[src/rtl/ram_burst_ctrl_d0.sv]
// rtl/ram_burst_ctrl_d0.sv - burst sequencer for the d0 data RAM
// Streams write beats into the RAM, or reads it into a 2-entry buffer drained over valid/ready.
module ram_burst_ctrl_d0 #(
  parameter int AWIDTH = 3,
  parameter int DWIDTH = 32
) (
  input  logic              clock,
  input  logic              reset_n,
  input  logic              cmd_valid,
  output logic              cmd_ready,
  input  logic              cmd_write,
  input  logic [AWIDTH-1:0] cmd_addr,
  input  logic [AWIDTH-1:0] cmd_len,
  input  logic              wr_valid,
  output logic              wr_ready,
  input  logic [DWIDTH-1:0] wr_data,
  output logic              rd_valid,
  input  logic              rd_ready,
  output logic [DWIDTH-1:0] rd_data,
  output logic              busy,
  output logic              done,
  output logic [AWIDTH-1:0] ram_addr,
  output logic [DWIDTH-1:0] ram_din,
  output logic              ram_we,
  input  logic [DWIDTH-1:0] ram_dout
);

  typedef enum logic [1:0] {ST_IDLE, ST_WRITE, ST_READ} state_t;

  state_t            state_q, state_d;
  logic [AWIDTH-1:0] ptr_q, ptr_d;
  logic [AWIDTH-1:0] remaining_q, remaining_d;
  logic [AWIDTH-1:0] len_q, len_d;
  logic [AWIDTH:0]   issued_q, issued_d;
  logic              inflight_q, inflight_d;
  logic              done_q, done_d;
  logic [DWIDTH-1:0] buf_q [2];
  logic [DWIDTH-1:0] buf_d [2];
  logic              head_q, head_d;
  logic              tail_q, tail_d;
  logic [1:0]        count_q, count_d;

  logic              wr_hs;
  logic              pop;
  logic              issue;
  logic [2:0]        occupancy;

  always_comb begin
    state_d     = state_q;
    ptr_d       = ptr_q;
    remaining_d = remaining_q;
    len_d       = len_q;
    issued_d    = issued_q;
    done_d      = 1'b0;
    buf_d[0]    = buf_q[0];
    buf_d[1]    = buf_q[1];
    head_d      = head_q;
    tail_d      = tail_q;

    wr_hs = (state_q == ST_WRITE) && wr_valid;
    pop   = (state_q == ST_READ) && (count_q != 2'd0) && rd_ready;
    // Projected buffer fill once the in-flight word lands; issue only if a slot stays free.
    occupancy  = {1'b0, count_q} + {2'b00, inflight_q} - {2'b00, pop};
    issue      = (state_q == ST_READ) && (issued_q <= {1'b0, len_q}) && (occupancy < 3'd2);
    inflight_d = issue;

    case (state_q)
      ST_IDLE: begin
        if (cmd_valid) begin
          ptr_d       = cmd_addr;
          remaining_d = cmd_len;
          len_d       = cmd_len;
          issued_d    = '0;
          state_d     = cmd_write ? ST_WRITE : ST_READ;
        end
      end
      ST_WRITE: begin
        if (wr_valid) begin
          ptr_d       = ptr_q + 1'b1;
          remaining_d = remaining_q - 1'b1;
          if (remaining_q == '0) begin
            state_d = ST_IDLE;
            done_d  = 1'b1;
          end
        end
      end
      ST_READ: begin
        if (issue) begin
          ptr_d    = ptr_q + 1'b1;
          issued_d = issued_q + 1'b1;
        end
        // In READ, remaining counts beats still to be popped.
        if (pop) begin
          remaining_d = remaining_q - 1'b1;
          if (remaining_q == '0) begin
            state_d = ST_IDLE;
            done_d  = 1'b1;
          end
        end
      end
      default: state_d = ST_IDLE;
    endcase

    if (inflight_q) begin
      buf_d[tail_q] = ram_dout;
      tail_d        = ~tail_q;
    end
    if (pop) begin
      head_d = ~head_q;
    end
    count_d = count_q + {1'b0, inflight_q} - {1'b0, pop};
  end

  always_ff @(posedge clock or negedge reset_n) begin
    if (!reset_n) begin
      state_q     <= ST_IDLE;
      ptr_q       <= '0;
      remaining_q <= '0;
      len_q       <= '0;
      issued_q    <= '0;
      inflight_q  <= 1'b0;
      done_q      <= 1'b0;
      buf_q[0]    <= '0;
      buf_q[1]    <= '0;
      head_q      <= 1'b0;
      tail_q      <= 1'b0;
      count_q     <= 2'd0;
    end else begin
      state_q     <= state_d;
      ptr_q       <= ptr_d;
      remaining_q <= remaining_d;
      len_q       <= len_d;
      issued_q    <= issued_d;
      inflight_q  <= inflight_d;
      done_q      <= done_d;
      buf_q[0]    <= buf_d[0];
      buf_q[1]    <= buf_d[1];
      head_q      <= head_d;
      tail_q      <= tail_d;
      count_q     <= count_d;
    end
  end

  assign cmd_ready = (state_q == ST_IDLE);
  assign wr_ready  = (state_q == ST_WRITE);
  assign busy      = (state_q != ST_IDLE);
  assign done      = done_q;
  assign ram_addr  = ptr_q;
  assign ram_din   = wr_data;
  assign ram_we    = wr_hs;
  assign rd_valid  = (count_q != 2'd0);
  assign rd_data   = buf_q[head_q];

endmodule

[config.mk]
export PLATFORM = sky130hd
export DESIGN_NAME = ram_burst_ctrl_d0
export DESIGN_NICKNAME = d
export VERILOG_FILES = /design/src/rtl/ram_burst_ctrl_d0.sv
export SDC_FILE = /design/constraint.sdc
export NUM_CORES = 1
export LEC_CHECK = 0
export ABC_AREA = 1
export BUFFER_PORTS_ARGS = -buffer_cell sky130_fd_sc_hd__buf_4
export CORE_MARGIN = 2
export CORE_UTILIZATION = 35
export CTS_CLUSTER_SIZE = 24
export DETAILED_ROUTE_END_ITERATION = 8
export GPL_ROUTABILITY_DRIVEN = 0
export GPL_TIMING_DRIVEN = 0
export MAX_ROUTING_LAYER = met4
export PLACE_DENSITY_LB_ADDON = 0.2
export SKIP_LAST_GASP = 1
export SYNTH_ARGS = -nofsm -noshare
export SYNTH_HDL_FRONTEND = slang
export SYNTH_SLANG_ARGS = --single-unit
[constraint.sdc]
create_clock -name clock -period 2.8 [get_ports clock]
set_input_delay 0.56 -clock clock [delete_from_list [all_inputs] [get_ports clock]]
set_output_delay 0.56 -clock clock [all_outputs]
set_load 0.01 [all_outputs]
-- Word-level counts from Yosys, hierarchy flattened
Cells that the tools add are included.
- add/subtract/negate cells: 7
- $lt $le $gt $ge: 5
- eq/ne operators: 6
- multiplexer cells: 27
- bitwise logic cells: 4
- reduce and logical (&&, ||, !) cells: 17
- operators by type and width (kind ; count):
    $mux 32 ; 4
    $bwmux 64 ; 1
    $demux 32 s1 ; 1
    $mux 3 ; 6
    $pmux 3 s3 ; 2
    $mux 2 ; 5
    $mux 4 ; 2
    $ne 2x2->1 const B ; 4
    $pmux 4 s2 ; 1
    $reduce_and 4->1 ; 2
    $logic_and 1x1->1 ; 6
    $pmux 2 s3 ; 1
    $reduce_and 3->1 ; 2
    $reduce_bool 2->1 ; 3
    $add 4x1->4 const B ; 1
    $ge 2x2->1 const B ; 2
    $le 4x3->1 ; 1
    $not 1->2 ; 2
    $add 2x1->3 ; 1
    $add 3x1->3 const B ; 1
    $logic_not 3->1 ; 1
    $lt 3x2->1 const B ; 1
    $mux 1 ; 3
    $reduce_bool 3->1 ; 1
    other kinds (11) ; 12
- input bits: 76
- output and inout bits: 73
- word-level logic and storage cells: 78
- register bits after elaboration: 85

-- Longest topological paths before layout
- word-level depth: 8
- gate-level depth with buffers: 16
- gate-level depth less buffers: 16

-- Worst setup path before layout
No wires, ideal clock.
- path kind: register to register
- from: register state_q[0]
- to: register issued_q[0]
- library setup time: 117 ps
- required time: 2683 ps
- clock period less this slack: 2477 ps
- slack: 323 ps
- data arrival time: 2360 ps
- buffers on the path: 0
- stages on the path, launching flop included: 17
- cells stage by stage: dfrtp_1 -> inv_1 -> ha_1 -> nand2_1 -> inv_1 -> ha_1 -> inv_1 -> ha_1 -> fa_1 -> nor2_1 -> nand2_1 -> nor2_1 -> nand2_1 -> nand2_1 -> nand2_1 -> nand2_1 -> nand2_1
- cells in the longest elaborated chain, start to end: 8
- elaborated cells on any way between the ends: 13
- those cells by class: 1 x add/sub; 1 x order compare; 3 x eq/ne; 1 x mux; 7 x reduce/logical
- RTL lines (item ; RTL line ; RTL):
    start, declared ; 30 ; state_t state_q, state_d;
    start signal, assigned ; 129 ; state_q <= state_d;
    $eq 2x2->1 ; 61 ; pop = (state_q == ST_READ) && (count_q != 2'd0) && rd_ready;
    $logic_and 1x1->1 (2 in a row) ; 61 ;
    named net pop ; 44 ; logic pop;
    $sub 3x1->3 ; 63 ; occupancy = {1'b0, count_q} + {2'b00, inflight_q} - {2'b00, pop};
    $lt 3x2->1 ; 64 ; issue = (state_q == ST_READ) && (issued_q <= {1'b0, len_q}) && (occupancy < 3'd2);
    $logic_and 1x1->1 ; 64 ;
    $ne 2x2->1 (no line) ; - ;
    $reduce_and 3->1 (no line) ; - ;
    end signal, assigned ; 133 ; issued_q <= issued_d;
    end, declared ; 34 ; logic [AWIDTH:0] issued_q, issued_d;
The timed path passes the listed nets, and every way through them passes these cells.
A chain may end at the register's enable or synchronous reset.

-- Final worst setup path
- from: register state_q[0]
- to: register issued_q[1]
Same word-level chain as after synthesis.

==> flow_metrics.tcl <==
set metrics [dict create \
    drive_gt1_share_pct 27.3 \
    gr-usage-all-layers_pct 16.7 \
    clk_pin_slew_ns 0.06 \
    max_slew_margin_pct 26.2 \
    synth_xor_area_share_pct 0.618 \
    synth_fa_ha_area_share_pct 4.00 \
    crit_required_ns 3.04 \
    fin_total_pwr_uw 6280 \
    pre_cts_ws_ns -0.125 \
    ys_seq_elements 85 \
    maxCapViolations 0 \
    final_cell_mix "208 x nand2_1, 149 x buf_4, 85 x dfrtp_1, 71 x o21ai_0, 55 x inv_1" \
    die_height_um 114 \
    cts_tree "yes" \
    layout_commonest_cell "nand2_1" \
    crit_end "issued_q[1]" \
    synth_mux_area_share_pct 0.265 \
    coreArea_um2 11900 \
    synth_top_cell_by_area "dfrtp_1" \
    cts_max_path_buffers 2 \
    gr-total-overflow 0 \
    leakagePower_uw 0.00313 \
    startpoint "state_q[0]" \
    timing.final.ws_setup_ns 0.232 \
    dp_hpwl_um 7550 \
    antenna_found_initial 0 \
    endpoint_kind "register" \
    grt_pass1_wl_um 16500 \
    yosys_warnings 0 \
    first_iter_violations 207 \
    ys_types 29 \
    dr_total_vias 3712 \
    fmax_ghz 0.389 \
    r2r_end "issued_q[1]" \
    crit_path_max_fanout 5 \
    critPathArrivalTime_ns 2.80 \
    grt_setup_unrepaired "false" \
    synth_top_family_by_area "simple AND/OR/NAND/NOR gates" \
    drt-total-wl_um 10400 \
    setup_viol 0 \
    avgSynthCellArea_um2 7.98 \
    hold_violations 0 \
    cts_hold_buf 0 \
    start_util_pct 35.7 \
    regToRegSetupSlack_ns 0.23 \
    crit_path_start_kind "register" \
    worstReg2RegStart "state_q[0]" \
    min_period_ns 2.57 \
    outcome "complete, no violations" \
    port_buffers 116 \
    syn-num-nets 622 \
    met2WireLength_um 5120 \
    ios 149 \
    syn2layout_area_growth_pct 32.7 \
    diodes 0 \
    clk_latency_ns 0.34 \
    skew_ns 0.00921 \
    ys_seq_area_share_pct 50.0 \
    wl_per_cell_um 12.7 \
    grt_max_degree 86 \
    hold_ws_ns 0.407 \
    htreeDepth 3 \
    synth_area_leaders "dfrtp_1 50%, nand2_1 19%, o21ai_0 8.4%" \
    tritoncts.num_buffers 9 \
    root_buffer "clkbuf_16" \
    synth_area_um2 4250 \
    reg2reg_depth 16 \
    final_antenna_net_count 0 \
    dr.pass1.iters 4 \
    critPathKind "reg -> reg" \
    syn_inst 533 \
    power_density_nw_per_um2 1110 \
    slew_violations 0 \
    drc_errors 0 \
    wl_met3_um 489 \
    synth-simple-area-share_pct 22.3 \
    routed_via_density 4.57 \
    m1WireLength_um 4510 \
    rows 40 \
    ir_drop_uv 466 \
    numClockSinks 85 \
    grt_pass1_vias 3493 \
    dieArea_um2 13000 \
    synth_compound_area_share_pct 9.89 \
    die_x_um 114 \
    synth_top_cell_area_share_pct 50.0 \
    final_net_count 750 \
    finalCritPeriodShare_pct 91.7 \
    hp-class "in -> async" \
    worst_slew_pin_slew_ns 1.11 \
    highest-signal-layer "met4" \
]
where the power goes:
part | internal [uW] | switching [uW] | total (uW)
clock network | 781 | 477 | 1260
logic | 1280 | 1630 | 2910
registers | 1810 | 308 | 2120
metal layers:
layer | GRT usage (%) | up-vias
li1 | - | 1862
met1 | 20.4 | 1735
met2 | 27.1 | 99
met3 | 2.86 | 16
met4 | 7.64 | 0
met5 | - | -
Yosys cell counts, drive strengths merged:
cell    instances
clkinv          1
inv            57
dfrtp          85
clkbuf         17
nand4           1
buf            36
or2             5
ha             12
nor2            8
o21a            1
mux2            1
o21ai          76
a211oi          1
a21oi           2
xnor2           1
xor2            2
nand2         213
nand3          13
fa              1
worst min path at each step:
stage	start	to	cells after the start
floorplan	reset_n	buf_q[0]	0
global placement	buf_q[34]	buf_q[34]	2
detailed placement	buf_q[47]	buf_q[47]	2
CTS	cmd_len[0]	len_q[0]	2
global route	cmd_len[0]	len_q[0]	2
finish	reset_n	buf_q[60]	1
state kept, by name, indices dropped and copies added, names as in the netlist:
signal and cells:
count_q 2, remaining_q 3, tail_q 1, ram_addr 3, issued_q 4, done 1
buf_q 64, inflight_q 1, state_q 2, head_q 1, len_q 3
cells by family after synthesis:
logic type      after synthesis
compound gates               80
flops                        85
buf+inv                     111
xor+xnor                      3
fa+ha+maj                    13
mux                           1
simple gates                240
final cells by class:
type | instances | area [um2]
Clock buffer | 12 | 236
Buffer | 53 | 330
Multi-Input combinational cell | 337 | 1600
Timing Repair Buffer | 117 | 878
Inverter | 58 | 220
Tap cell | 147 | 184
Fill cell | 1211 | 6270
Clock inverter | 4 | 72.6
Sequential cell | 85 | 2130
timing repair:
| item | CTS | global route |
|---|---|---|
| endpoints found under the setup margin | 4 | 7 |
| hold endpoints to repair | 0 | 0 |
| gates resized for setup | 1 | 6 |
| buffers inserted | 0 | 1 |
per-stage QoR:
stage               TNS [ns]  util [%]  std cells  cell area, um2
finish                     0      47.4        813            5640
global route               0      47.4        813            5640
CTS                        0      47.2        812            5620
detailed placement    -0.671      44.6        796            5310
global placement      -0.183      44.6        796            5310
floorplan                  0         -        533            4250
critical path, cell delays in order (launching register included):
cell and delay [ns]:
dfrtp_1 0.35, inv_1 0.06, ha_2 0.22, nand2_4 0.13
inv_1 0.06, ha_1 0.26, inv_1 0.04, ha_1 0.18
fa_1 0.45, nor2_1 0.11, nand2_1 0.07, nor2_2 0.10
nand2_2 0.09, nand2_2 0.11, nand2_1 0.12, nand2_1 0.08
nand2_1 0.05
Note: power is estimated with default switching activity, not from simulation.
